==> config.mk <==
export PLATFORM = sky130hd
export DESIGN_NAME = booth_skip_mult
export DESIGN_NICKNAME = d
export VERILOG_FILES = /design/src/rtl/booth_skip_mult.sv
export SDC_FILE = /design/constraint.sdc
export NUM_CORES = 1
export LEC_CHECK = 0
export CORE_ASPECT_RATIO = 1.1
export CORE_MARGIN = 2
export CORE_UTILIZATION = 63
export DETAILED_ROUTE_END_ITERATION = 8
export GPL_ROUTABILITY_DRIVEN = 0
export PLACE_DENSITY = 0.95
export RECOVER_POWER = 100
export REMOVE_ABC_BUFFERS = 1
export SYNTH_ARGS = -nofsm -noshare
export SYNTH_HDL_FRONTEND = slang
export SYNTH_SLANG_ARGS = --single-unit
==> constraint.sdc <==
create_clock -name clk -period 7.6 [get_ports clk]
set_clock_uncertainty 0.15 [all_clocks]
set_input_delay 1.52 -clock clk [delete_from_list [all_inputs] [get_ports clk]]
set_output_delay 1.52 -clock clk [all_outputs]
set_load 0.02 [all_outputs]
==> src/rtl/booth_skip_mult.sv <==
`default_nettype none
// ============================================================================
//  Module      : booth_skip_mult
//  Description : Sequential signed/unsigned multiplier using Booth recoding
//                with run skipping. Each RUN cycle jumps straight to the next
//                0<->1 transition in the extended multiplier and performs a
//                single add or subtract of the shifted multiplicand, so runs
//                of identical bits cost no cycles.
//  Ports       : clk          - clock, rising edge
//                rst          - asynchronous active-low reset
//                start        - request, sampled only in IDLE
//                signed_mode  - 1 = two's complement, 0 = unsigned
//                a, b         - multiplicand / multiplier (latched on start)
//                busy         - high while an operation is running
//                done         - one-cycle pulse when product becomes valid
//                product      - result, held until the next accepted start
//                ops          - add/sub operations for last/current operation
//  Revision    : 1.0 - initial release
// ============================================================================
module booth_skip_mult #(
    parameter int WIDTH = 8,
    parameter int CW    = $clog2(WIDTH + 2)
) (
    input  logic                 clk,
    input  logic                 rst,
    input  logic                 start,
    input  logic                 signed_mode,
    input  logic [WIDTH-1:0]     a,
    input  logic [WIDTH-1:0]     b,
    output logic                 busy,
    output logic                 done,
    output logic [2*WIDTH-1:0]   product,
    output logic [CW-1:0]        ops
);

    typedef enum logic [0:0] {
        S_IDLE = 1'b0,
        S_RUN  = 1'b1
    } state_t;

    state_t               state_q, state_d;
    logic [2*WIDTH-1:0]   acc_q, acc_d;
    logic [2*WIDTH-1:0]   ax_q, ax_d;
    logic [WIDTH+1:0]     bx_q, bx_d;
    logic [CW-1:0]        pos_q, pos_d;
    logic [CW-1:0]        ops_q, ops_d;
    logic [2*WIDTH-1:0]   product_q, product_d;
    logic                 done_q, done_d;

    // Transition j exists where bx[j+1] != bx[j]; only positions at or above
    // pos are still pending. Once pos reaches WIDTH+1 the whole mask is clear.
    logic [WIDTH:0]       w_trans;
    logic [WIDTH:0]       w_cand;
    logic                 w_found;
    logic                 w_sub;
    logic [CW-1:0]        w_jsel;
    logic [2*WIDTH-1:0]   w_shifted;

    assign w_trans = bx_q[WIDTH+1:1] ^ bx_q[WIDTH:0];

    for (genvar j = 0; j <= WIDTH; j++) begin : g_mask
        assign w_cand[j] = w_trans[j] && (CW'(j) >= pos_q);
    end

    // Priority search: lowest pending transition wins.
    always_comb begin
        w_found = 1'b0;
        w_sub   = 1'b0;
        w_jsel  = '0;
        for (int j = 0; j <= WIDTH; j++) begin
            if (w_cand[j] && !w_found) begin
                w_found = 1'b1;
                w_jsel  = CW'(j);
                // 0->1 going upward (bx[j+1]=1) starts a run: subtract.
                w_sub   = bx_q[j+1];
            end
        end
    end

    assign w_shifted = ax_q << w_jsel;

    always_comb begin
        state_d   = state_q;
        acc_d     = acc_q;
        ax_d      = ax_q;
        bx_d      = bx_q;
        pos_d     = pos_q;
        ops_d     = ops_q;
        product_d = product_q;
        done_d    = 1'b0;
        case (state_q)
            S_IDLE: begin
                if (start) begin
                    acc_d   = '0;
                    ops_d   = '0;
                    pos_d   = '0;
                    ax_d    = signed_mode ? {{WIDTH{a[WIDTH-1]}}, a}
                                          : {{WIDTH{1'b0}}, a};
                    bx_d    = {signed_mode & b[WIDTH-1], b, 1'b0};
                    state_d = S_RUN;
                end
            end
            S_RUN: begin
                if (w_found) begin
                    acc_d = w_sub ? (acc_q - w_shifted) : (acc_q + w_shifted);
                    pos_d = w_jsel + CW'(1);
                    ops_d = ops_q + CW'(1);
                end else begin
                    product_d = acc_q;
                    done_d    = 1'b1;
                    state_d   = S_IDLE;
                end
            end
            default: state_d = S_IDLE;
        endcase
    end

    always_ff @(posedge clk or negedge rst) begin
        if (!rst) begin
            state_q   <= S_IDLE;
            acc_q     <= '0;
            ax_q      <= '0;
            bx_q      <= '0;
            pos_q     <= '0;
            ops_q     <= '0;
            product_q <= '0;
            done_q    <= 1'b0;
        end else begin
            state_q   <= state_d;
            acc_q     <= acc_d;
            ax_q      <= ax_d;
            bx_q      <= bx_d;
            pos_q     <= pos_d;
            ops_q     <= ops_d;
            product_q <= product_d;
            done_q    <= done_d;
        end
    end

    assign busy    = (state_q == S_RUN);
    assign done    = done_q;
    assign product = product_q;
    assign ops     = ops_q;

endmodule
`default_nettype wire

==> results.txt <==
status: finished, violations left
failing checks: capacitance limit, slew limit
cell count after synthesis: 457
most frequent cells in the layout: dfrtp_1, nand2_1, o21ai_0
max-capacitance violation count: 2
largest net degree at the start of global routing: 61
reg2reg start: pos_q[3]
design area: 0.00495 mm2
Post-DP HPWL: 7120 um
buffer depth of the longest clock path: 2
grt total ovfl: 0
Area after DPL: 0.00472 mm2
worst path cell trace: or3_1, nor3b_1, or4_1, and3_1, clkinvlp_2, mux2i_1, nor2_1, inv_1, ha_1, a21bo_2, nor3_1, a21oi_1, xor2_1, ha_1, nand3_1, a21oi_1, nor4_1, o31ai_1, a31o_1, nor3b_1, o21ai_0, a21boi_0, nand4_1
Fin. Hold Viols: 0
Hold WC Path Type: flop to flop
Critical Path Slowest Stage Cell: clkinvlp_2
CTS Hold Buffers Added: 0
setup TNS: 0 ps
H-Tree Level Count: 3
number of diodes: 0
Syn. warnings: 0
required time worst endpoint: 7750 ps
max incr delay on CP: 550 ps
CTS resizes: 0
Unique masters post-synth: 71
total number of vias: 3806
later-pin clock latency in the skew report: 370 ps
Setup Buffers After CTS: 0
vias in the first global route: 3820
CP delay by family, top: simple AND/OR/NAND/NOR gates
Fmax: 156 MHz
clock slew at reported path FFs: 70 ps
die span in x: 82.6 um
crit path DAT: 6580 ps
CTS tree: built
Least-Margin Pin Slew: 3100 ps
sequential area share after synthesis: 0.351
final setup fails: 0
Slew HR: -1.07
EDFF count, synth: 0
IO Port Bufs: 41
syn_area_per_cell: 9.36 um2
Setup crit end kind: flop
# IOs: 42
final wirelength: 10100 um
nets@finish: 535
antenna violations before repair: 0
Startpoint Class: flop
Post-DRT Antenna Nets: 0
CTS sink cnt: 60
GRT Total Usage: 0.293
hold path cells: 2
critical path buffer and inverter count: 2
P&R area growth vs syn: 15.6%
Final Util: 0.750
Synth Cell Area: 0.00428 mm2
wire length per cell: 17.2 um
row cnt: 31
Worst Hold End: product[1]
RSZ-0062 raised after global routing: false
DR pass1 iterations: 5
vias per inst: 6.53
register bit total from synthesis: 60
layout cells sized above 1: 0.142
core area: 0.00659 mm2
starting density of the core: 0.649
Pins Over Slew Limit: 101
CTS Buf Count: 9
Min Hold Slack: 328 ps
Critical R2R Capture: acc_q[15]
Synth Flop Type: dfrtp_1
Die Y: 90.4 um
first-pass GRT wire length: 17000 um
CTS root buf: clkbuf_8
worst-case reg-to-reg path depth: 23
DRC: 0
crit path kind: flop to flop
full die area: 0.00747 mm2
Hold Crit Start: product[1]
flop2flop setup slack: 1170 ps
Tcrit/Tclk final: 0.846
min Tclk post-route: 6430 ps
asr flop ratio synth: 1.00
DRT iter0 DRCs: 311
worst-path fanout max: 13
commonest non-fill, non-tap cell in the layout: dfrtp_1
metrics by stage:
stage	instances	worst slack, ps
2_1_floorplan	441	2440
3_3_place_gp	567	2150
3_5_place_dp	567	1920
4_1_cts	583	1860
5_1_grt	583	782
6_report	583	1170
Yosys cell counts (3+ instances only):
cell	n	area, um2
inv_1	14	52.6
a32o_1	3	30.0
o211ai_1	3	22.5
nand4_1	5	31.3
mux2i_1	14	140
a31o_2	3	26.3
clkbuf_1	9	33.8
o21a_1	3	22.5
nand3_1	24	120
a21o_1	6	45.0
buf_4	3	22.5
mux2_2	33	372
xnor2_1	16	140
o22ai_1	6	37.5
nand2_1	42	158
dfrtp_1	60	1500
nor2_1	28	105
and2_1	6	37.5
a211oi_1	3	22.5
o221ai_1	3	26.3
nor3b_1	5	37.5
o31ai_1	7	52.6
o21ai_0	37	185
a21oi_1	18	90.1
nor3_1	4	20.0
ha_1	18	225
a21boi_0	4	30.0
xor2_1	14	123
nand2b_1	7	43.8
or3_1	6	37.5
how the worst max path moves through the flow:
stage,from,depth (start not counted),end,slack (ps)
6_report,pos_q[3],23,acc_q[15],1170
5_1_grt,pos_q[3],23,acc_q[15],780
4_1_cts,pos_q[3],19,acc_q[15],1860
3_5_place_dp,pos_q[3],22,acc_q[15],1920
3_3_place_gp,pos_q[3],22,acc_q[15],2150
2_1_floorplan,bx_q[5],22,acc_q[15],2440
metal layers:
| layer | global-route usage | vias up | routed length [um] |
|---|---|---|---|
| met5 | 0 | - | 0 |
| met4 | 0.190 | 0 | 500 |
| met3 | 0.0680 | 65 | 765 |
| met2 | 0.468 | 212 | 4920 |
| met1 | 0.344 | 1772 | 3870 |
| li1 | - | 1757 | - |
layout make-up:
| cell class | instances | area (um2) |
|---|---|---|
| Tap cell | 82 | 103 |
| Sequential cell | 60 | 1500 |
| Multi-Input combinational cell | 365 | 2610 |
| Clock inverter | 4 | 95.1 |
| Inverter | 16 | 61.3 |
| Clock buffer | 12 | 155 |
| Fill cell | 452 | 1650 |
| Timing Repair Buffer | 44 | 420 |
state kept, by name, summed over array words and instances (netlist names):
signal,flops
busy,1
ax_q,9
pos_q,4
bx_q,9
product,16
done,1
ops,4
acc_q,16
cells by family after synthesis:
| logic type | after synthesis | synth area share |
|---|---|---|
| AND/OR/NAND/NOR | 146 | 0.175 |
| AO/OA/AOI/OAI | 121 | 0.191 |
| flip-flops | 60 | 0.351 |
| multiplexers | 49 | 0.126 |
| buffers and inverters | 32 | 0.0377 |
| XOR/XNOR | 30 | 0.0614 |
| adder cells (fa/ha/maj) | 19 | 0.0573 |
worst reg2reg max path, cell delays in order (launching register included):
cell,delay (ps)
dfrtp_1,490
or3_1,440
nor3b_1,370
or4_1,180
and3_1,280
clkinvlp_2,550
mux2i_1,480
nor2_1,90
inv_1,80
ha_1,180
a21bo_2,250
nor3_1,340
a21oi_1,140
xor2_1,180
ha_1,350
nand3_1,80
a21oi_1,190
nor4_1,100
o31ai_1,420
a31o_1,350
nor3b_1,270
o21ai_0,120
a21boi_0,140
nand4_1,140
Power is left out: the tool's default activity adds up to more than one toggle a clock period on the data nets, which glitch-free logic cannot reach.
